<file path="config.mk">
export PLATFORM = sky130hd
export DESIGN_NAME = fsm_access_arbiter
export DESIGN_NICKNAME = d
export VERILOG_FILES = /design/src/rtl/fsm_ctrl_pkg.sv /design/src/rtl/fsm_access_arbiter_rr_pick.sv /design/src/rtl/fsm_access_arbiter.sv
export SDC_FILE = /design/constraint.sdc
export NUM_CORES = 1
export LEC_CHECK = 0
export CAP_MARGIN = 20
export CORE_UTILIZATION = 51
export CTS_CLUSTER_DIAMETER = 60
export DETAILED_ROUTE_END_ITERATION = 10
export PLACE_DENSITY = 0.91
export SLEW_MARGIN = 25
export SYNTH_ARGS = -nofsm -noshare
export SYNTH_HDL_FRONTEND = slang
export SYNTH_SLANG_ARGS = --single-unit
</file>
<file path="constraint.sdc">
create_clock -name clock -period 2.4 [get_ports clock]
set_input_delay 0.48 -clock clock [delete_from_list [all_inputs] [get_ports clock]]
set_output_delay 0.48 -clock clock [all_outputs]
set_load 0.02 [all_outputs]
</file>
<file path="src/rtl/fsm_ctrl_pkg.sv">
// Shared types and defaults for the fsm_controller access arbiter.
// Arbiter state encoding, controller defaults and a width helper.
package fsm_ctrl_pkg;

    localparam int STATE_W_DEF = 3;
    localparam logic [2:0] IDLE_CODE_DEF = 3'b000;

    typedef enum logic [1:0] {
        A_IDLE      = 2'd0,
        A_ISSUE     = 2'd1,
        A_WAIT_BUSY = 2'd2,
        A_WAIT_DONE = 2'd3
    } arb_state_e;

    // Index width that stays at least one bit wide for tiny vectors.
    function automatic int clog2_min1(input int n);
        return (n <= 2) ? 1 : $clog2(n);
    endfunction

endpackage

</file>
<file path="src/rtl/fsm_access_arbiter_rr_pick.sv">
// Combinational round-robin picker: first set request at or after the pointer,
// wrapping from N_REQ-1 back to 0.
module rr_pick
    import fsm_ctrl_pkg::*;
#(
    parameter int N_REQ = 4,
    parameter int PW    = clog2_min1(N_REQ)
) (
    input  logic [N_REQ-1:0] req,
    input  logic [PW-1:0]    pointer,
    output logic [N_REQ-1:0] winner,
    output logic [PW-1:0]    winner_idx,
    output logic             valid
);

    logic [PW-1:0]    cand_idx [N_REQ];
    logic [N_REQ-1:0] cand_req;

    // Candidate gi is the requester gi positions after the pointer (mod N_REQ).
    generate
        for (genvar gi = 0; gi < N_REQ; gi++) begin : g_cand
            logic [PW:0] sum;
            assign sum = {1'b0, pointer} + (PW+1)'(gi);
            assign cand_idx[gi] = (sum >= (PW+1)'(N_REQ)) ? PW'(sum - (PW+1)'(N_REQ))
                                                         : sum[PW-1:0];
            assign cand_req[gi] = req[cand_idx[gi]];
        end
    endgenerate

    always_comb begin
        valid      = 1'b0;
        winner_idx = '0;
        winner     = '0;
        // Scan from the far end so the nearest candidate overwrites the rest.
        for (int i = N_REQ - 1; i >= 0; i--) begin
            if (cand_req[i]) begin
                valid      = 1'b1;
                winner_idx = cand_idx[i];
            end
        end
        if (valid) begin
            winner[winner_idx] = 1'b1;
        end
    end

endmodule

</file>
<file path="src/rtl/fsm_access_arbiter.sv">
// Round-robin arbiter sharing one fsm_controller between N_REQ requesters;
// issues one-cycle wr/rd strobes only while the controller sits in IDLE.
module fsm_access_arbiter
    import fsm_ctrl_pkg::*;
#(
    parameter int                 N_REQ     = 4,
    parameter int                 STATE_W   = STATE_W_DEF,
    parameter logic [STATE_W-1:0] IDLE_CODE = STATE_W'(IDLE_CODE_DEF),
    parameter int                 TIMEOUT   = 16
) (
    input  logic               clock,
    input  logic               reset,
    input  logic               enable,
    input  logic [N_REQ-1:0]   req,
    input  logic [N_REQ-1:0]   req_write,
    input  logic [STATE_W-1:0] fsm_state,
    output logic               fsm_enable,
    output logic               fsm_wr_en,
    output logic               fsm_rd_en,
    output logic [N_REQ-1:0]   grant,
    output logic               done,
    output logic               busy,
    output logic               error
);

    localparam int PW = clog2_min1(N_REQ);
    localparam int CW = $clog2(TIMEOUT + 1);
    localparam logic [CW-1:0] TO_VAL   = CW'(TIMEOUT);
    localparam logic [PW-1:0] LAST_IDX = PW'(N_REQ - 1);

    arb_state_e       state_q, state_d;
    logic [CW-1:0]    cnt_q, cnt_d;
    logic [PW-1:0]    ptr_q, ptr_d;
    logic [PW-1:0]    owner_q, owner_d;
    logic [N_REQ-1:0] grant_q, grant_d;
    logic             wr_en_q, wr_en_d;
    logic             rd_en_q, rd_en_d;
    logic             done_q, done_d;
    logic             busy_q, busy_d;
    logic             error_q, error_d;

    logic [N_REQ-1:0] pick_onehot;
    logic [PW-1:0]    pick_idx;
    logic             pick_valid;

    logic             fsm_idle;
    logic             start;
    logic             advance;
    logic             finish;
    logic             timeout;
    logic [CW-1:0]    cnt_sat;
    logic [PW-1:0]    ptr_next;

    rr_pick #(
        .N_REQ (N_REQ),
        .PW    (PW)
    ) u_rr_pick (
        .req        (req),
        .pointer    (ptr_q),
        .winner     (pick_onehot),
        .winner_idx (pick_idx),
        .valid      (pick_valid)
    );

    assign fsm_idle = (fsm_state == IDLE_CODE);
    assign start    = (state_q == A_IDLE) && enable && pick_valid && fsm_idle;
    assign advance  = (state_q == A_WAIT_BUSY) && !fsm_idle;
    assign finish   = (state_q == A_WAIT_DONE) && fsm_idle;
    assign cnt_sat  = (cnt_q == TO_VAL) ? cnt_q : cnt_q + 1'b1;
    // Progress in a wait state takes priority over an expiring budget.
    assign timeout  = ((state_q == A_WAIT_BUSY) || (state_q == A_WAIT_DONE))
                      && !advance && !finish && (cnt_sat == TO_VAL);
    assign ptr_next = (owner_q == LAST_IDX) ? '0 : owner_q + 1'b1;

    // State register and all output registers.
    always_ff @(posedge clock or posedge reset) begin
        if (reset) begin
            state_q <= A_IDLE;
            cnt_q   <= '0;
            ptr_q   <= '0;
            owner_q <= '0;
            grant_q <= '0;
            wr_en_q <= 1'b0;
            rd_en_q <= 1'b0;
            done_q  <= 1'b0;
            busy_q  <= 1'b0;
            error_q <= 1'b0;
        end else begin
            state_q <= state_d;
            cnt_q   <= cnt_d;
            ptr_q   <= ptr_d;
            owner_q <= owner_d;
            grant_q <= grant_d;
            wr_en_q <= wr_en_d;
            rd_en_q <= rd_en_d;
            done_q  <= done_d;
            busy_q  <= busy_d;
            error_q <= error_d;
        end
    end

    // Next-state logic, including the timeout counter and rr pointer.
    always_comb begin
        state_d = state_q;
        cnt_d   = cnt_q;
        ptr_d   = ptr_q;
        owner_d = owner_q;
        case (state_q)
            A_IDLE: begin
                if (start) begin
                    state_d = A_ISSUE;
                    owner_d = pick_idx;
                end
            end
            A_ISSUE: begin
                state_d = A_WAIT_BUSY;
                cnt_d   = '0;
            end
            A_WAIT_BUSY: begin
                if (advance) begin
                    state_d = A_WAIT_DONE;
                    cnt_d   = '0;
                end else begin
                    cnt_d = cnt_sat;
                    if (timeout) begin
                        state_d = A_IDLE;
                        ptr_d   = ptr_next;
                    end
                end
            end
            A_WAIT_DONE: begin
                if (finish) begin
                    state_d = A_IDLE;
                    ptr_d   = ptr_next;
                end else begin
                    cnt_d = cnt_sat;
                    if (timeout) begin
                        state_d = A_IDLE;
                        ptr_d   = ptr_next;
                    end
                end
            end
            default: begin
                state_d = A_IDLE;
            end
        endcase
    end

    // Output logic; values land in registers so every output but fsm_enable is a flop.
    always_comb begin
        grant_d = grant_q;
        wr_en_d = 1'b0;
        rd_en_d = 1'b0;
        done_d  = finish;
        busy_d  = (state_d != A_IDLE);
        error_d = error_q | timeout;
        if (start) begin
            grant_d = pick_onehot;
            wr_en_d = req_write[pick_idx];
            rd_en_d = !req_write[pick_idx];
        end
        if (finish || timeout) begin
            grant_d = '0;
        end
    end

    assign fsm_enable = enable;
    assign fsm_wr_en  = wr_en_q;
    assign fsm_rd_en  = rd_en_q;
    assign grant      = grant_q;
    assign done       = done_q;
    assign busy       = busy_q;
    assign error      = error_q;

endmodule

</file>
==> Word level (Yosys, flattened, before mapping) <==
Index checks and enable logic that the tools add are counted.
{ "classes": {"add_sub_neg": 9, "magnitude_cmp": 10, "n_eq_ne": 8, "mux": 43, "bitwise": 1, "reduce_logical": 24} }
{ "op_table": {"columns": ["operator", "count"], "rows": [
  ["$mux 2", 16],
  ["$lt 2x3->1 const B", 5],
  ["$mux 5", 3],
  ["$pmux 5 s3", 1],
  ["$mux 1", 12],
  ["$mux 4", 3],
  ["$bmux 1 s2", 5],
  ["$eq 5x5->1 const B", 2],
  ["$ge 3x3->1 const B", 3],
  ["$logic_and 1x1->1", 9],
  ["$pmux 2 s4", 1],
  ["$sub 2x1->2 const B", 4],
  ["$add 2x2->3 const B", 2],
  ["$eq 2x2->1 const B", 3],
  ["$reduce_and 2->1", 3],
  ["$reduce_bool 2->1", 3],
  ["$add 5x1->5 const B", 1],
  ["$logic_not 1->1", 4],
  ["$ne 2x2->1 const B", 2],
  ["$pmux 2 s2", 1],
  ["$add 2x1->3 const B", 1],
  ["$ge 2x3->1 const B", 1],
  ["$logic_not 3->1", 1],
  ["$reduce_bool 3->1", 1],
  ["other kinds (7)", 8]
]} }
{ "word_totals": {"register_bits": 20, "inputBits": 14, "wordCells": 105} }

==> Longest topological paths before layout <==
Gate-level depths: netlist of the first run.
{ "logic_depth": {"ltp_word": 16, "mapped_depth": 8, "ltp_nobuf": 7} }

==> By module <==
From an unflattened synthesis of the first run, not the netlist that was laid out.
{ "unflattened": {"cells_unflattened": 135, "hier_area_um2": 1326.3} }
{ "by_module_without_submodules": {"columns": ["module", "n_inst", "cells_each", "area_each_um2", "seq_area_each_um2"], "rows": [
  ["fsm_access_arbiter", 1, 102, 1114.8, 500.5],
  ["rr_pick", 1, 33, 211.5, 0.0]
]} }

==> Worst setup path before layout of the first run <==
No wires, ideal clock.
{ "synth_timing": {"path_type": "flip-flop to flip-flop", "startpoint": "reg cnt_q[0]", "endpoint": "reg ptr_q[0]", "setup_time_ns": 0.125, "arrival_ns": 1.887, "path_slack_ns": 0.388, "stages_incl_launch_ff": 9, "n_path_buf": 1, "path_cell_list": "dfrtp_1 inv_1 ha_1 nor4bb_1 buf_4 and3_4 o32a_4 a21oi_4 mux2_4"} }
{ "synth_between": {"elab_chain_len": 7} }
{ "synth_lines": {"columns": ["item", "line", "text"], "rows": [
  ["start: declaration", "fsm_access_arbiter.sv:32", "logic [CW-1:0] cnt_q, cnt_d;"],
  ["start signal: assignment", "fsm_access_arbiter.sv:90", "cnt_q <= cnt_d;"],
  ["$add 5x1->5 or $eq 5x5->1 (tied branches)", "fsm_access_arbiter.sv:69", "assign cnt_sat = (cnt_q == TO_VAL) ? cnt_q : cnt_q + 1'b1;"],
  ["$mux 5 (*)", "fsm_access_arbiter.sv:69", null],
  ["$eq 5x5->1 (*)", "fsm_access_arbiter.sv:72", "&& !advance && !finish && (cnt_sat == TO_VAL);"],
  ["$logic_and 1x1->1 (*)", "fsm_access_arbiter.sv:72", null],
  ["$mux 2 (*)", null, null],
  ["$mux 2, on equally long branches", null, null],
  ["$pmux 2 s2 (*)", null, null],
  ["end signal: assignment", "fsm_access_arbiter.sv:91", "ptr_q <= ptr_d;"],
  ["end: declaration", "fsm_access_arbiter.sv:33", "logic [PW-1:0] ptr_q, ptr_d;"]
]} }
Mark *: on every way between the ends. The rest lies on a longest branch, timed or not. The select of a mux whose other input is x is not followed.
A chain may end at the register's enable or synchronous reset.

==> Worst setup path after layout of the first run <==
Same ends and word-level chain as after synthesis.

==> results of run 1 <==
## cell families (layout without fill, tap and decap cells)
kind of cell             after synthesis  count (layout)
multiplexers                           3               3
buffers and inverters                 14              43
flip-flops                            20              20
AND/OR/NAND/NOR                       43              43
AO/OA/AOI/OAI                         35              35
adder cells (fa/ha/maj)                7               7
XOR/XNOR                               1               1
## cell usage after synthesis (all sizes together)
library cell,n
nor4bb,1
inv,9
mux2,2
mux4,1
nor3,8
a41oi,1
o2bb2ai,1
or2,1
and3,1
o32ai,1
clkbuf,2
or3,2
maj3,4
nor2,12
and2,1
o32a,1
buf,3
a21oi,7
a32oi,2
ha,3
nand2b,3
nand3,2
nor2b,3
a32o,4
o22ai,3
a22o,3
nand4,1
a211oi,1
nand2,8
dfrtp,20
a31o,1
a21o,1
o21ai,4
xnor2,1
a22oi,3
o31ai,2
## sequential cells by signal, indices dropped and copies added, names as in the netlist
register,cells
state_q,2
ptr_q,2
owner_q,2
fsm_wr_en,1
busy,1
fsm_rd_en,1
error,1
done,1
cnt_q,5
grant,4
## worst paths after layout
kind	start	to	slack, ns	depth (start not counted)
setup / recovery	cnt_q[0]$_DFFE_PP0P_	ptr_q[0]$_DFFE_PP0P_	0.12	7
hold / removal	error$_DFF_PP0_	error$_DFF_PP0_	0.49	1
setup reg to reg	cnt_q[0]$_DFFE_PP0P_	ptr_q[0]$_DFFE_PP0P_	0.12	7
hold reg to reg	error$_DFF_PP0_	error$_DFF_PP0_	0.49	1
max in group asynchronous	reset	cnt_q[1]$_DFFE_PP0P_	1.36	2
min in group asynchronous	reset	fsm_wr_en$_DFF_PP0_	0.59	2
## through the flow
stage / instance area [um2] / total power (uW)
detailed placement: 1510 / 727
CTS: 1550 / 928
global placement: 1510 / 713
global route: 1550 / 988
finish: 1550 / 930
floorplan: 1220 / 643
## critical path, cell delays in order, from the launching register on
cell,delay (ns)
dfrtp_1,0.47
inv_1,0.12
ha_1,0.16
nor4bb_1,0.47
nor3_1,0.15
o32a_4,0.24
a21oi_4,0.25
mux2_4,0.32
## per-layer routing
layer	GRT usage	vias up
met5	0	-
met1	0.318	515
met3	0.0476	4
met4	0.0880	0
li1	-	514
met2	0.419	47
## cell type report
type                       count  area share
tap                           28      0.0227
sequential                    20       0.324
multi-input combinational     89       0.425
timing repair buffer          30       0.183
inverter                       9      0.0219
clock buffer                   4      0.0235
## where the power goes
group | total [uW] | switching, uW | internal, uW
logic | 296 | 155 | 141
clock network | 197 | 105 | 92.7
registers | 437 | 64.1 | 373
total | 930 | 324 | 607
==> run_results.csv, run 1 <==
group,metric,value,unit
pwr,power_density,602,nW/um2
drt,drt_iter0_markers,57,
timing,slew_viol_final,0,
final_layout,ff_latch_area,500,um2
drt,top_layer,"met4",
critical_path,critPathArrivalTime,2.48,ns
clock_tree,cts.clk_slew.worst_paths,0.11,ns
final_layout,final_common_cell,"clkdlybuf4s50_1",
logic_synthesis,syn_inst,123,
logic_synthesis,synth_top_cell_by_area,"dfrtp_1",
logic_synthesis,synth_top_area_frac,0.409,
die,die_width,51.0,um
timing,worstMarginPinSlew,0.719,ns
die,initial_utilization,0.548,
timing,setup_violations,0,
logic_synthesis,synth_mux_area_frac,0.0429,
clock_tree,root_buffer,"clkbuf_4",
final_layout,layout-drive-gt1-share,0.138,
flow_run,cap_violations,0,
logic_synthesis,synth_compound_area_frac,0.228,
grt,grt_max_degree,21,
min_path,hold_path_class,"reg2reg",
timing,max_freq,439,MHz
timing,slew_headroom,0.520,
clock_tree,post_cts_buffers,0,
place,place.port_buffers,23,
final_layout,fin_util,0.692,
timing,period_share,0.948,
drt,wl_per_cell,15.5,um
drt,vias,1080,
clock_tree,numCtsBuffers,3,
timing,fin_setup_tns,0,ns
grt,antenna_found_initial,0,
logic_synthesis,synth.yosys.warnings,0,
logic_synthesis,ys_types,42,
timing,hold_viol_final,0,
drt,met3_length,156,um
timing,rsz0062_at_grt,"no",
timing,finClkSkew,0.00252,ns
drt,dr_wl_met2,1.42,mm
logic_synthesis,ys_seq_area_frac,0.409,
drt,viasPerCell,6.00,
status,outcome,"completed",
place,globalplace.congestion,0.858,
final_layout,final_cell_mix,"clkdlybuf4s50_1 (23), dfrtp_1 (20), nor2_1 (12), inv_1 (9), nand2_1 (8)",
place,hpwl,2.13,mm
die,rows,17,
grt,track_usage,0.249,
final_layout,diodes,0,
clock_tree,ctsHoldBuffers,0,
drt,drt-met1-wl,1.19,mm
grt,grt_pass1_vias,1056,
timing,hold_ws,0.492,ns
clock_tree,ctsHtreeMaxLevel,1,
clock_tree,cts_sinks,20,
clock_tree,insertion_delay,0.30,ns
drt,post-route-drc-count,0,
critical_path,required,2.60,ns
place,dp_slack,0.149,ns
die,die_area,2600,um2
drt,ant_nets,0,
final_layout,fin_cells,180,
final_layout,multiInputGateArea,657,um2
drt,wl,2.79,mm
pwr,peakVddDrop,0.555,mV
logic_synthesis,avgSynthCellArea,9.96,um2
grt,grt_pass1_wl,4.77,mm
timing,min_period,2.28,ns
critical_path,end_kind,"flip-flop",
logic_synthesis,synth_top_family_by_area,"compound AO/OA/AOI/OAI gates",
final_layout,finalNetCount,170,
place,dp.cells,176,
clock_tree,post_cts_resized,0,
pwr,p_leak,0.000670,uW
critical_path,path_class,"reg2reg",
final_layout,fillers,175,
logic_synthesis,ys_ff_latch,20,
logic_synthesis,yosys.area_share.simple,0.195,
logic_synthesis,yosys.area_share.xor_xnor,0.00715,
clock_tree,cts_max_path_buffers,2,
timing,setup_slack,0.125,ns
logic_synthesis,synth_adder_area_share,0.0633,
die,core_area,2230,um2
die,dieHeight,51.0,um
logic_synthesis,synth.net_count,140,
critical_path,cp_max_fo,6,
final_layout,syn2layout_area_growth,26.1,%
critical_path,worstSetupStartpointType,"flip-flop",
clock_tree,cts_tree,"built",
logic_synthesis,yosys-top-cells-area,"dfrtp_1 (41%), nor2_1 (3.7%), a32o_1 (3.3%)",
grt,gr-total-overflow,0,
drt,drtPass1Iterations,4,
logic_synthesis,syn_area,1220,um2
die,num_io_pins,24,
(Power assumes the default switching activity.)
==> run 2, diff against run 1 <==
Settings changed: REMOVE_ABC_BUFFERS set to 1.
==> run 2 against run 1 <==
Net effect:
- sequential power barely moved
- cell area rose by 0.41%
- core utilization grew 0.28 points
- fmax up 0.40%
- clock power fell by 3%
- register-to-register slack is essentially flat
- critical path depth is the same
- via count increased by 1.4%
==> run_results.csv, run 2 (synthesis gave the netlist of run 1 again) <==
group,metric,value,unit
clock_tree,cts.clk_slew.worst_paths,0.11,ns
timing,rsz0062_at_grt,"no",
drt,wl_per_cell,15.7,um
critical_path,crit_slowest_cell,"dfrtp_1",
pwr,p_leak,0.000670,uW
critical_path,reg2reg_from,"cnt_q[0]$_DFFE_PP0P_",
place,place.port_buffers,23,
clock_tree,insertion_delay,0.30,ns
clock_tree,post_cts_resized,0,
final_layout,finalNetCount,170,
clock_tree,numCtsBuffers,3,
critical_path,crit_end,"ptr_q[1]$_DFFE_PP0P_",
critical_path,required,2.59,ns
status,outcome,"completed",
drt,vias,1095,
final_layout,final_common_cell,"clkdlybuf4s50_1",
pwr,power_switching,326,uW
die,dieHeight,51.0,um
drt,top_layer,"met4",
final_layout,ff_latch_area,500,um2
clock_tree,cts_max_path_buffers,2,
critical_path,crit_path_cell_trace,"inv_1, ha_1, nor4bb_2, nor3_1, o32a_4, a21oi_4, mux2_4",
timing,finClkSkew,0.00415,ns
drt,met3_length,121,um
pwr,p_int,608,uW
place,globalplace.congestion,0.883,
pwr,power.total,934,uW
timing,slew_viol_final,0,
critical_path,path_class,"reg2reg",
critical_path,crit_start,"cnt_q[0]$_DFFE_PP0P_",
drt,dr_wl_met2,1.35,mm
clock_tree,ctsHtreeMaxLevel,1,
timing,max_freq,441,MHz
clock_tree,post_cts_buffers,0,
clock_tree,ctsHoldBuffers,0,
critical_path,end_kind,"flip-flop",
drt,drt_iter0_markers,50,
flow_run,cap_violations,0,
clock_tree,cts_tree,"built",
final_layout,largest_reg_flops,5,
drt,drtPass1Iterations,4,
drt,post-route-drc-count,0,
place,hpwl,2.13,mm
timing,hold_viol_final,0,
clock_tree,root_buffer,"clkbuf_4",
critical_path,worstSetupStartpointType,"flip-flop",
timing,fin_setup_tns,0,ns
die,num_io_pins,24,
grt,grt_pass1_vias,1072,
final_layout,fillers,166,
drt,ant_nets,0,
timing,slew_headroom,0.498,
min_path,hold_path_class,"reg2reg",
timing,setup_violations,0,
critical_path,slowest_delay,0.47,ns
critical_path,critPathArrivalTime,2.46,ns
drt,drt-met1-wl,1.27,mm
final_layout,layout-drive-gt1-share,0.145,
critical_path,rrSetupSlack,0.13,ns
drt,viasPerCell,6.08,
final_layout,regMostFlops,"cnt_q",
grt,gr-total-overflow,0,
critical_path,r2r-end,"ptr_q[1]$_DFFE_PP0P_",
place,dp_slack,-0.0273,ns
die,die_width,51.0,um
final_layout,syn2layout_area_growth,26.7,%
die,core_area,2230,um2
drt,wl,2.82,mm
pwr,peakVddDrop,0.423,mV
critical_path,cp_max_fo,6,
die,die_area,2600,um2
final_layout,multiInputGateArea,663,um2
grt,track_usage,0.247,
pwr,swShare,0.349,
timing,period_share,0.944,
final_layout,diodes,0,
timing,min_period,2.27,ns
grt,antenna_found_initial,0,
grt,grt_max_degree,21,
grt,grt_pass1_wl,4.75,mm
pwr,power_density,602,nW/um2
critical_path,rr_worst_depth,7,
die,initial_utilization,0.548,
pwr,pwr-share-seq,0.472,
pwr,p_comb_frac,0.323,
clock_tree,cts_sinks,20,
timing,setup_slack,0.134,ns
pwr,clkPwrFrac,0.206,
die,rows,17,
final_layout,final_cell_mix,"clkdlybuf4s50_1 (23), dfrtp_1 (20), nor2_1 (12), inv_1 (9), nand2_1 (8)",
timing,worstMarginPinSlew,0.753,ns
-- run 2: cell count changes in the layout (fill, tap and decap cells not counted) --
cell,delta
nor4bb_1,-1
nor4bb_2,+1
-- run 2: metal layers --
layer / vias to the layer above / track usage
li1: 518 / -
met1: 529 / 0.315
met2: 37 / 0.412
met3: 11 / 0.0506
met4: 0 / 0.0926
met5: - / 0
-- run 2: worst min-delay path by stage --
| stage | start | end | cells after the start |
|---|---|---|---|
| after CTS | error$_DFF_PP0_ | error$_DFF_PP0_ | 1 |
| final | error$_DFF_PP0_ | error$_DFF_PP0_ | 1 |
| after global placement | error$_DFF_PP0_ | error$_DFF_PP0_ | 1 |
| after global routing | error$_DFF_PP0_ | error$_DFF_PP0_ | 1 |
| after detailed placement | error$_DFF_PP0_ | error$_DFF_PP0_ | 1 |
| after floorplan | reset | busy$_DFF_PP0_ | 1 |
-- run 2: power groups by stage --
stage	Sequential [uW]	Clock, uW	Combinational (uW)
finish	440	192	302
CTS	432	198	294
floorplan	428	0	202
global placement	436	0	275
global route	448	215	333
detailed placement	439	0	292
-- run 2: metrics by stage --
step | hold WS [ns] | util | cells | area [um2]
6_report | 0.496 | 0.695 | 180 | 1550
5_1_grt | 0.506 | 0.695 | 180 | 1550
4_1_cts | 0.503 | 0.692 | 180 | 1550
3_5_place_dp | 0.476 | 0.676 | 176 | 1510
3_3_place_gp | 0.468 | 0.676 | 176 | 1510
2_1_floorplan | 0.444 | - | 118 | 1190
-- run 2: critical path, delay by kind of cell (launching register included) --
| family | cells | cell delay [ns] |
|---|---|---|
| fa+ha+maj | 1 | 0.20 |
| buf+inv | 1 | 0.14 |
| mux | 1 | 0.32 |
| compound gates | 2 | 0.48 |
| simple gates | 2 | 0.55 |
| flops | 1 | 0.47 |
-- run 2: area by class of cell --
cell class / instances / share of cell area
clock buffers: 4 / 0.0234
multi-input cells: 89 / 0.427
flip-flops and latches: 20 / 0.323
repair buffers: 30 / 0.182
well taps: 28 / 0.0226
inverters: 9 / 0.0218
